## config.mk

```make
export PLATFORM = sky130hd
export DESIGN_NAME = mul12u_rr_sched
export DESIGN_NICKNAME = d
export VERILOG_FILES = /design/src/rtl/mul12u_rr_sched.sv
export SDC_FILE = /design/constraint.sdc
export NUM_CORES = 1
export LEC_CHECK = 0
export ABC_AREA = 1
export BUFFER_PORTS_ARGS = -buffer_cell sky130_fd_sc_hd__buf_2
export CAP_MARGIN = 20
export CELL_PAD_IN_SITES_DETAIL_PLACEMENT = 1
export CELL_PAD_IN_SITES_GLOBAL_PLACEMENT = 1
export CORE_MARGIN = 5
export CORE_UTILIZATION = 43
export CTS_CLUSTER_DIAMETER = 120
export CTS_CLUSTER_SIZE = 40
export DETAILED_ROUTE_END_ITERATION = 16
export GPL_TIMING_DRIVEN = 1
export PLACE_DENSITY = 0.82
export REMOVE_ABC_BUFFERS = 1
export SLEW_MARGIN = 20
export SYNTH_ARGS = -nofsm -noshare
export SYNTH_HDL_FRONTEND = slang
export SYNTH_SLANG_ARGS = --single-unit
```

## constraint.sdc

```tcl
create_clock -name clk -period 9.5 [get_ports clk]
set_input_delay 1.425 -clock clk [delete_from_list [all_inputs] [get_ports clk]]
set_output_delay 1.425 -clock clk [all_outputs]
set_load 0.02 [all_outputs]
```

## src/rtl/mul12u_rr_sched.sv

```systemverilog
// ---------------------------------------------------------------------------
// mul12u_rr_sched
//
// Shares one W x W unsigned multiplier among NREQ requesters. A round-robin
// arbiter picks at most one request per cycle. The product (exact, or with
// the TRUNC operand LSBs zeroed in approximate mode) goes into a LAT-deep
// result pipeline. The pipeline stalls as a whole when the response port is
// backpressured.
//
// Ports
//   clk        in   clock, rising edge
//   rst        in   synchronous active-high reset
//   req_valid  in   [NREQ]      request pending, one bit per requester
//   req_ready  out  [NREQ]      request accepted this cycle (one-hot or zero)
//   req_a      in   [NREQ*W]    operand A, requester i at [i*W +: W]
//   req_b      in   [NREQ*W]    operand B, same packing
//   req_exact  in   [NREQ]      1 = exact product, 0 = approximate
//   rsp_valid  out              result valid
//   rsp_ready  in               downstream accepts the result
//   rsp_id     out  [IDW]       requester index of the result
//   rsp_z      out  [2*W]       product
// ---------------------------------------------------------------------------
module mul12u_rr_sched #(
    parameter  int NREQ  = 4,
    parameter  int W     = 12,
    parameter  int TRUNC = 7,
    parameter  int LAT   = 2,
    localparam int IDW   = $clog2(NREQ)
) (
    input  logic                clk,
    input  logic                rst,
    input  logic [NREQ-1:0]     req_valid,
    output logic [NREQ-1:0]     req_ready,
    input  logic [NREQ*W-1:0]   req_a,
    input  logic [NREQ*W-1:0]   req_b,
    input  logic [NREQ-1:0]     req_exact,
    output logic                rsp_valid,
    input  logic                rsp_ready,
    output logic [IDW-1:0]      rsp_id,
    output logic [2*W-1:0]      rsp_z
);

    // Approximate mode keeps only the operand bits above TRUNC.
    localparam logic [W-1:0] APPROX_MASK = ~((W'(1) << TRUNC) - W'(1));

    // Round-robin pointer: first requester examined in the next search.
    logic [IDW-1:0]  ptr_q;
    logic [IDW-1:0]  ptr_d;

    // Result pipeline; index 0 is stage 1, index LAT-1 drives the port.
    logic            valid_q [LAT];
    logic [IDW-1:0]  id_q    [LAT];
    logic [2*W-1:0]  z_q     [LAT];

    logic            adv;
    logic            gnt_found;
    logic [IDW-1:0]  gnt_idx;
    logic [NREQ-1:0] grant;
    logic            accept;
    logic [W-1:0]    a_sel;
    logic [W-1:0]    b_sel;
    logic            exact_sel;
    logic [W-1:0]    a_m;
    logic [W-1:0]    b_m;
    logic [2*W-1:0]  z_d;

    // The pipeline moves only when the output stage is empty or being drained.
    // A full output stage under backpressure blocks grants even when earlier
    // stages hold bubbles.
    assign adv = !(valid_q[LAT-1] && !rsp_ready);

    // Rotating priority search starting at ptr_q.
    // NOTE: every variable assigned in always_comb gets a default first so
    // that no path leaves it unassigned, which would infer a latch.
    always_comb begin
        gnt_found = 1'b0;
        gnt_idx   = '0;
        grant     = '0;
        for (int k = 0; k < NREQ; k++) begin
            int idx;
            idx = (int'(ptr_q) + k) % NREQ;
            if (!gnt_found && req_valid[IDW'(idx)]) begin
                gnt_found = 1'b1;
                gnt_idx   = IDW'(idx);
            end
        end
        if (gnt_found) begin
            grant[gnt_idx] = 1'b1;
        end
    end

    assign accept    = adv && gnt_found && !rst;
    assign req_ready = (adv && !rst) ? grant : '0;

    // Operand mux for the granted requester.
    always_comb begin
        a_sel     = '0;
        b_sel     = '0;
        exact_sel = 1'b0;
        for (int i = 0; i < NREQ; i++) begin
            if (gnt_idx == IDW'(i)) begin
                a_sel     = req_a[i*W +: W];
                b_sel     = req_b[i*W +: W];
                exact_sel = req_exact[i];
            end
        end
    end

    assign a_m = exact_sel ? a_sel : (a_sel & APPROX_MASK);
    assign b_m = exact_sel ? b_sel : (b_sel & APPROX_MASK);
    assign z_d = {{W{1'b0}}, a_m} * {{W{1'b0}}, b_m};

    // The pointer moves past the requester that was just served and wraps.
    assign ptr_d = (gnt_idx == IDW'(NREQ-1)) ? '0 : gnt_idx + 1'b1;

    // NOTE: sequential state uses non-blocking assignments so every stage
    // samples the value its predecessor held before this edge.
    always_ff @(posedge clk) begin
        if (rst) begin
            ptr_q <= '0;
            // NOTE: the data stage registers are cleared along with the
            // valids so rsp_id/rsp_z read zero after reset, not stale data.
            for (int s = 0; s < LAT; s++) begin
                valid_q[s] <= 1'b0;
                id_q[s]    <= '0;
                z_q[s]     <= '0;
            end
        end else if (adv) begin
            // With no grant a bubble enters stage 1. The data lanes load
            // regardless because only the valid bit qualifies them.
            valid_q[0] <= accept;
            id_q[0]    <= gnt_idx;
            z_q[0]     <= z_d;
            for (int s = 1; s < LAT; s++) begin
                valid_q[s] <= valid_q[s-1];
                id_q[s]    <= id_q[s-1];
                z_q[s]     <= z_q[s-1];
            end
            if (accept) begin
                ptr_q <= ptr_d;
            end
        end
    end

    assign rsp_valid = valid_q[LAT-1];
    assign rsp_id    = id_q[LAT-1];
    assign rsp_z     = z_q[LAT-1];

endmodule

```

==> results by group <==
Status
  – Status: finished clean

Logic synthesis
  – Commonest cells in the netlist: nand2_1, inv_1, nor2_1
  – Register area share after synthesis: about a fifth
  – Syn Inst Count: 1134
  – Yosys cell types: 41
  – EDFF count, synth: 54
  – Synth warnings: 0
  – Ranking of synthesized cells by area: fa_1, edfxtp_1, nand2_1, inv_1, ha_1
  – Cell accounting for the most synthesized area: fa_1
  – Synthesized flop and latch total: 56
  – Asr flop ratio synth: 0%
  – Netlist Area Pre-Place: between 8000 and 9000 um2
  – Ys flop type: edfxtp_1
  – Synth Area per Inst: approximately 7.6 um2
  – Count leader, synth: nand2_1
  – Area share of the largest cell type after synthesis: a little under a quarter

Die
  – Area of the die: ~23000 um2
  – Ports: 138
  – Rows: 51
  – Die Ht: between 150 and 200 um
  – Die W: between 150 and 200 um
  – Initial core utilization: between 40% and 50%
  – Total core area: between 15000 and 20000 um2

Min path
  – Cells on Worst Hold Path: 2
  – Hold/Removal Path Class: reg2reg
  – Hold Path End: z_q[0][33]$_SDFFCE_PN0P_
  – HP Start: z_q[0][9]$_SDFFCE_PN0P_

CTS
  – Num CTS Buffers: 5
  – CTS Buffer Depth: 2
  – Clock Sinks: 56
  – Worst-Skew Late Latency: about 0.3 ns
  – Post-CTS Resized: 0
  – Clock root buffer: clkbuf_16
  – CTS Hold Bufs: 0
  – Clk slew on worst S/H paths: 0.07 ns
  – H-Tree Depth: 2
  – Post-CTS setup buffer count: 0
  – CTS tree: built

STA
  – Final clock skew: 0.00663 ns
  – RSZ-0062 raised after global routing: false
  – Max transition margin: roughly 51%
  – FMAX: around 120 MHz
  – TNS Setup: 0 ns
  – Setup-failing EPs final: 0
  – Hold Fails Final Rpt: 0
  – Worst-margin pin slew: 0.728 ns
  – Min Tclk post-route: 8.59 ns
  – Final period util: between 90% and 100%
  – Count of pins over their slew limit: 0

Critical path
  – Reg-to-Reg End: z_q[0][21]$_SDFFCE_PN0P_
  – Crit path max fanout: 35
  – Startpoint types: input port
  – Worst r2r src: ptr_q[0]$_SDFFE_PP0P_
  – Critical Path AT: just under 9 ns
  – Setup crit start: req_valid[3]
  – Data required, critical path: between 9 and 10 ns
  – CP peak stage delay: 0.52 ns
  – Endpoint class of the critical path: flip-flop
  – WS Path Type: in2reg
  – Critical path's slowest cell: fa_1
  – Register-to-register setup slack: 1.51 ns
  – Reg2reg path depth: 33

Cells and area
  – Reg area: 1660 um2
  – Ant diodes: 0
  – Multi-input combinational cell area: ~5600 um2
  – Fillers: 2580
  – Layout overhead on the synthesized area: 10.3%
  – Share of cells above drive strength 1: 17.0%
  – Final #Nets: between 1500 and 2000

Place
  – RePlAce Congestion: 0.933
  – Detailed Place HPWL: 20.4 mm
  – Port buffer count: 137

Detailed routing
  – DR WL/cell: 16.2 um
  – First-pass DRT Iterations: 5
  – DR vias: ~7600
  – DRC viols: 0
  – Routed WL: approximately 24 mm
  – Routed Antenna Nets: 0
  – First DRT Iteration DRCs: ~340
  – Routed vias/inst: about 5.1

Global routing
  – Pin count of the biggest net entering global routing: between 50 and 60
  – Total GRT Usage: approximately 22%
  – Vias in the first global route: between 8000 and 9000
  – First-pass GRT wire length: about 40 mm
  – Grt total ovfl: 0
  – Antenna violations before repair: 1

Flow run
  – Max-cap violation count: 0
## cells by family (layout without fill, tap and decap cells)
group,count (synthesis),count (layout),synth area share [%]
flip-flops,56,56,19.4
AND/OR/NAND/NOR,501,501,24.8
buffers and inverters,309,406,15.7
adder cells (fa/ha/maj),166,166,33.0
AO/OA/AOI/OAI,100,100,6.97
XOR/XNOR,2,2,0.204
## worst max-delay path, delay by kind of cell
| family | cells | cell delay (ns) |
|---|---|---|
| adders and majority gates | 7 | 3.30 |
| and+or+nand+nor | 14 | 1.92 |
| buffers and inverters | 9 | 1.10 |
| AOI/OAI and AO/OA | 3 | 0.91 |
## placed cells by master, fill, tap and decap left out, types with 10 or more instances in the layout
cell type	instances
o21ai_0	25
edfxtp_1	54
o211ai_1	10
nand3_1	52
inv_2	16
a21oi_1	46
inv_1	233
fa_1	100
ha_1	66
buf_2	137
nand2_1	289
nor2_1	122
## sequential cells by signal, summed over array words and instances, names as in the netlist
signal	cells
z_q	48
id_q	4
ptr_q	2
valid_q	2
## through the flow
stage	util [%]	worst slack, ns	instances	instance area, um2	hold slack [ns]
CTS	48.3	0.938	1495	9440	0.554
finish	48.5	0.912	1496	9460	0.548
global placement	47.4	0.963	1487	9260	0.521
global route	48.5	0.316	1496	9460	0.576
floorplan	-	1.68	1081	8210	0.481
detailed placement	47.4	0.639	1487	9260	0.534
## per-layer routing
layer | global-route usage [%] | vias to the layer above | part of all wire [%] | wire, um
met5 | 0 | - | 0.083 | 20
li1 | - | 3602 | - | -
met4 | 7.34 | 2 | 2.8 | 686
met2 | 39.7 | 204 | 51 | 12300
met1 | 27.7 | 3700 | 41 | 9990
met3 | 2.75 | 48 | 5.1 | 1220
## layout make-up
| class | instances | share of cell area, % |
|---|---|---|
| inverters | 256 | 10.3 |
| flip-flops and latches | 56 | 17.6 |
| well taps | 265 | 3.50 |
| multi-input cells | 769 | 58.9 |
| clock inverters | 3 | 0.502 |
| clock buffers | 5 | 1.32 |
| repair buffers | 142 | 7.85 |
## how the worst max path moves through the flow
| stage | depth (start not counted) | to | slack, ns |
|---|---|---|---|
| finish | 33 | z_q[0][21]$_SDFFCE_PN0P_ | 0.91 |
| global route | 32 | z_q[0][21]$_SDFFCE_PN0P_ | 0.32 |
| CTS | 32 | z_q[0][21]$_SDFFCE_PN0P_ | 0.94 |
| detailed placement | 33 | z_q[0][22]$_SDFFCE_PN0P_ | 0.64 |
| global placement | 32 | z_q[0][22]$_SDFFCE_PN0P_ | 0.96 |
| floorplan | 33 | z_q[0][21]$_SDFFCE_PN0P_ | 1.68 |
Power is left out: the tool's default activity adds up to more than one toggle a clock period on the data nets, which glitch-free logic cannot reach.
